### config.mk
export PLATFORM = sky130hd
export DESIGN_NAME = fifo_rd_ptr_ctrl
export DESIGN_NICKNAME = d
export VERILOG_FILES = /design/src/rtl/fifo_rd_ptr_ctrl.sv
export SDC_FILE = /design/constraint.sdc
export NUM_CORES = 1
export LEC_CHECK = 0
export BUFFER_PORTS_ARGS = -buffer_cell sky130_fd_sc_hd__buf_2
export CAP_MARGIN = 15
export CORE_MARGIN = 1
export CORE_UTILIZATION = 40
export DETAILED_ROUTE_END_ITERATION = 7
export HOLD_SLACK_MARGIN = 0.03
export PLACE_DENSITY = 0.7
export SYNTH_ARGS = -nofsm -noshare
export SYNTH_HDL_FRONTEND = slang
export SYNTH_SLANG_ARGS = --single-unit
### constraint.sdc
create_clock -name clk -period 3.1 [get_ports clk]
set_clock_uncertainty 0.1 [all_clocks]
set_input_delay 0.93 -clock clk [delete_from_list [all_inputs] [get_ports clk]]
set_output_delay 0.93 -clock clk [all_outputs]
set_load 0.005 [all_outputs]
### src/rtl/fifo_rd_ptr_ctrl.sv
// -----------------------------------------------------------------------------
// fifo_rd_ptr_ctrl
//   Read-side pointer controller of a dual-clock FIFO, fully in the read clock
//   domain. The grey-coded write pointer is synchronized, converted to binary
//   and registered. Empty, fill level and the RAM read strobe are derived from
//   it. The read pointer goes back to the write domain as registered grey code.
//
// Ports
//   clk          read-domain clock
//   rst_n        synchronous active-low reset
//   wr_ptr_grey  write pointer, grey code, asynchronous to clk
//   rd_req       pop request from the consumer
//   err_clr      clears the sticky error flags
//   ram_rd_en    RAM read strobe (rd_req & ~empty)
//   ram_rd_addr  RAM read address (low bits of the binary read pointer)
//   rd_data_vld  RAM data valid, ram_rd_en delayed one cycle
//   rd_ptr_grey  registered grey read pointer for the write domain
//   level        entries available, 0..2**ADDR_WIDTH
//   empty        level == 0
//   underflow    sticky: pop requested while empty
//   ptr_err      sticky: level exceeded the FIFO depth
// -----------------------------------------------------------------------------
module fifo_rd_ptr_ctrl #(
  parameter int ADDR_WIDTH  = 4,
  parameter int SYNC_STAGES = 2   // legal range 2..4
) (
  input  logic                  clk,
  input  logic                  rst_n,
  input  logic [ADDR_WIDTH:0]   wr_ptr_grey,
  input  logic                  rd_req,
  input  logic                  err_clr,
  output logic                  ram_rd_en,
  output logic [ADDR_WIDTH-1:0] ram_rd_addr,
  output logic                  rd_data_vld,
  output logic [ADDR_WIDTH:0]   rd_ptr_grey,
  output logic [ADDR_WIDTH:0]   level,
  output logic                  empty,
  output logic                  underflow,
  output logic                  ptr_err
);

  localparam int PW = ADDR_WIDTH + 1;
  localparam logic [PW-1:0] DEPTH = {1'b1, {ADDR_WIDTH{1'b0}}};

  function automatic logic [PW-1:0] grey2bin(input logic [PW-1:0] g);
    logic [PW-1:0] b;
    b[PW-1] = g[PW-1];
    for (int i = PW - 2; i >= 0; i--) begin
      b[i] = g[i] ^ b[i+1];
    end
    return b;
  endfunction

  function automatic logic [PW-1:0] bin2grey(input logic [PW-1:0] b);
    return b ^ (b >> 1);
  endfunction

  logic [PW-1:0] sync_q [SYNC_STAGES];
  logic [PW-1:0] wr_ptr_bin_q;
  logic [PW-1:0] rd_ptr_bin_q, rd_ptr_bin_d;
  logic [PW-1:0] rd_ptr_grey_q;
  logic          rd_data_vld_q;
  logic          underflow_q, underflow_d;
  logic          ptr_err_q, ptr_err_d;

  // Stage boundary: write-pointer synchronizer, plain flop chain
  always_ff @(posedge clk) begin
    if (!rst_n) begin
      for (int i = 0; i < SYNC_STAGES; i++) sync_q[i] <= '0;
    end else begin
      sync_q[0] <= wr_ptr_grey;
      for (int i = 1; i < SYNC_STAGES; i++) sync_q[i] <= sync_q[i-1];
    end
  end

  // Stage boundary: binary write pointer registered after grey decode
  always_ff @(posedge clk) begin
    if (!rst_n) wr_ptr_bin_q <= '0;
    else        wr_ptr_bin_q <= grey2bin(sync_q[SYNC_STAGES-1]);
  end

  // Modulo subtraction keeps level correct across pointer wrap.
  assign level       = wr_ptr_bin_q - rd_ptr_bin_q;
  assign empty       = (level == '0);
  assign ram_rd_en   = rd_req & ~empty;
  assign ram_rd_addr = rd_ptr_bin_q[ADDR_WIDTH-1:0];

  always_comb begin
    rd_ptr_bin_d = rd_ptr_bin_q + {{ADDR_WIDTH{1'b0}}, ram_rd_en};
    // Set condition takes priority over err_clr.
    underflow_d  = (rd_req & empty) | (underflow_q & ~err_clr);
    ptr_err_d    = (level > DEPTH)  | (ptr_err_q   & ~err_clr);
  end

  // Stage boundary: read pointer, data valid and sticky flags
  always_ff @(posedge clk) begin
    if (!rst_n) begin
      rd_ptr_bin_q  <= '0;
      rd_ptr_grey_q <= '0;
      rd_data_vld_q <= 1'b0;
      underflow_q   <= 1'b0;
      ptr_err_q     <= 1'b0;
    end else begin
      rd_ptr_bin_q  <= rd_ptr_bin_d;
      // Grey taken from the next binary value so it changes with the pointer.
      rd_ptr_grey_q <= bin2grey(rd_ptr_bin_d);
      rd_data_vld_q <= ram_rd_en;
      underflow_q   <= underflow_d;
      ptr_err_q     <= ptr_err_d;
    end
  end

  assign rd_ptr_grey = rd_ptr_grey_q;
  assign rd_data_vld = rd_data_vld_q;
  assign underflow   = underflow_q;
  assign ptr_err     = ptr_err_q;

endmodule
==> key figures <==
Status
  – Status: finished, violations left
  – Failing checks: negative setup slack

Power and ir drop
  – Total leakage power: 0.736 nW
  – Worst vdd ir: 391 uV
  – PwrDens: 633 nW/um^2
  – Total power: 0.971 mW

Global routing
  – GRT overflow: 0
  – GRT Overall Usage: 0.149
  – Vias in the first global route: 749
  – Initial antenna violation count: 0
  – Pin count of the biggest net entering global routing: 29
  – First-pass GRT wire length: 3050 um

Routing
  – Routed vias/inst: 4.52
  – DRC Markers: 0
  – Final ANT Viol Nets: 0
  – Drt initial violations: 0
  – Wirelength, routed: 1920 um
  – DR WL/cell: 10.7 um
  – First-pass DRT Iterations: 1
  – Via Count: 809

Placed design
  – # port buffers: 27
  – Gpl congestion: 0.773
  – Post-placement cell area: 1360 sq um
  – Hpwl dp: 1390 um
  – Placed instance count: 170

Yosys
  – Sequential area share after synthesis: 0.485
  – Yosys cell types: 22
  – Syn_nets: 125
  – Yosys warnings: 0
  – Synth Instances: 109
  – Average size of a mapped cell: 10.2 sq um
  – Yosys top cell area share: 0.485
  – Synth top area cells: dfxtp_1, and2_1, xor2_1
  – Mapped cell area: 1110 sq um
  – Synth area leader: dfxtp_1
  – Yosys reg bits: 27

STA
  – Setup violations, final: 2
  – Measured slew at the worst slew-check pin: 0.352 ns
  – Max_slew headroom: 0.765
  – Fin crit share: 1.07
  – Final critical-path setup slack: -0.228 ns
  – Post-layout min period: 3.33 ns
  – Final hold viol count: 0
  – Slew Viols, Final: 0
  – Max Fclk: 300 MHz
  – Unrepaired setup endpoints after global routing: yes

Floorplanning
  – Row count: 18
  – Ports: 28
  – Die width: 54.8 um
  – Initial Util: 0.438
  – Core Region: 2540 sq um
  – Die Area: 3000 sq um
  – Die Y-Extent: 54.8 um

Final layout
  – Post-route insts no fill: 179
  – Fin area: 1530 sq um
  – Layout cells sized above 1: 0.436
  – Antenna diodes: 0
  – Area Growth Syn to Fin: 37.6%
  – NumNets Final: 166

Worst setup path
  – Worst Path Arrival: 2.30 ns
  – Worst Setup End Kind: output pin
  – Startpoint types: flip-flop
  – Required time of the critical path: 2.07 ns
  – R2R cell count: 16
  – Kind of critical path: reg2out
  – R2R Setup Slk: 0.08 ns
  – Crit-path max FO: 3
  – Critical R2R Launch: wr_ptr_bin_q[0]$_SDFF_PN0_
  – Reg-to-Reg End: rd_ptr_grey[3]$_SDFF_PN0_

CTS
  – TritonCTS clock tree: done
  – CTS max path bufs: 2
  – Post-CTS Hold Buffers: 0
  – Clk root buf: clkbuf_4
  – Worst-Skew Late Latency: 0.31 ns
  – H-Tree Depth: 1
  – Clock slew seen by the registers of the worst setup and hold paths: 0.13 ns
  – Clock Sinks: 27
  – CTS buffer count: 3

Flow run
  – Max_cap viols: 0

Worst hold path
  – Worst Hold Launch: sync_q[0][4]$_SDFF_PN0_
  – Worst hold path type: reg2reg
  – Hold Path End: sync_q[0][9]$_SDFF_PN0_
  – Hold path cells: 1
## flip-flops by register name, summed over array words and instances, names as in the netlist
register / cells
wr_ptr_bin_q: 5
sync_q: 10
rd_data_vld: 1
ptr_err: 1
rd_ptr_grey: 4
underflow: 1
rd_ptr_bin_q: 5
## cells by family after synthesis
family          after synthesis  share of synthesized area
buf+inv                      12                     0.0404
fa+ha+maj                     7                     0.0854
xor+xnor                     16                      0.126
simple gates                 39                      0.214
flops                        27                      0.485
compound gates                8                     0.0494
## cells in the final DEF (no fill, tap or decap), types with 3 or more instances in the layout
master,instances
clkbuf_4,3
xnor2_1,5
dfxtp_2,3
and2_1,24
buf_2,25
xor2_1,8
buf_4,11
dfxtp_1,24
ha_4,4
inv_1,6
inv_2,3
buf_6,3
## power breakdown
group	leakage, nW	internal, mW	switching, mW
clock	0.0150	0.0502	0.0938
combinational	0.498	0.252	0.171
sequential	0.223	0.386	0.0184
total	0.736	0.688	0.283
## how the worst max path moves through the flow
| stage | start | to | slack, ns | cells past startpoint |
|---|---|---|---|---|
| global route | wr_ptr_bin_q[0]$_SDFF_PN0_ | ram_rd_en | -0.33 | 9 |
| detailed placement | wr_ptr_bin_q[0]$_SDFF_PN0_ | ram_rd_en | -0.04 | 9 |
| floorplan | rd_ptr_bin_q[2]$_SDFF_PN0_ | rd_ptr_grey[3]$_SDFF_PN0_ | 0.02 | 13 |
| CTS | wr_ptr_bin_q[0]$_SDFF_PN0_ | ram_rd_en | -0.23 | 9 |
| global placement | wr_ptr_bin_q[0]$_SDFF_PN0_ | ram_rd_en | 0.01 | 9 |
| finish | wr_ptr_bin_q[0]$_SDFF_PN0_ | ram_rd_en | -0.23 | 9 |
## layer usage
layer,share of wire,wire length [um],global-route usage
met2,0.53,1010,0.285
met3,0.047,91,0.0361
met5,0,0,0
met4,0.0057,11,0.0641
met1,0.42,805,0.150
## worst max-delay path, cell delays in order, from the launching register on
cell      delay (ns)
dfxtp_2         0.35
inv_2           0.04
ha_4            0.15
fa_2            0.38
nand2b_4        0.16
a21oi_4         0.13
xnor2_2         0.07
or4_4           0.43
and2_4          0.16
buf_6           0.10
## synthesized netlist by cell type
master / count
and3_1: 1
o21ai_0: 1
inv_1: 9
nand3b_1: 1
o21ai_1: 1
dfxtp_1: 27
fa_1: 1
or4_4: 1
nor2b_1: 1
and2_1: 26
ha_1: 6
o31ai_1: 1
xor2_1: 9
a21boi_0: 1
nand3_1: 2
nor2_1: 2
xnor2_1: 7
clkbuf_1: 3
nand2b_1: 3
a221oi_2: 1
nand2_1: 2
a21oi_1: 3
## area by class of cell
type	instances	area [sq um]
fill	231	1010
multi-input combinational	70	649
sequential	27	544
timing repair buffer	39	241
tap	30	37.5
inverter	9	33.8
clock buffer	4	26.3
## stage by stage
step | setup TNS [ns] | hold slack (ns) | utilization | worst slack [ns]
final | -0.354 | 0.349 | 0.602 | -0.228
after global routing | -0.582 | 0.371 | 0.602 | -0.326
after CTS | -0.361 | 0.353 | 0.588 | -0.233
after detailed placement | -0.0712 | 0.318 | 0.534 | -0.0391
after global placement | 0 | 0.315 | 0.534 | 0.0117
after floorplan | 0 | 0.312 | - | 0.0204
## what timing repair did
action,4_1_cts,5_1_grt
setup buffers,5,2
setup endpoints to repair,3,6
pin swaps,10,6
gates resized for setup,13,9
(Power assumes the default switching activity.)
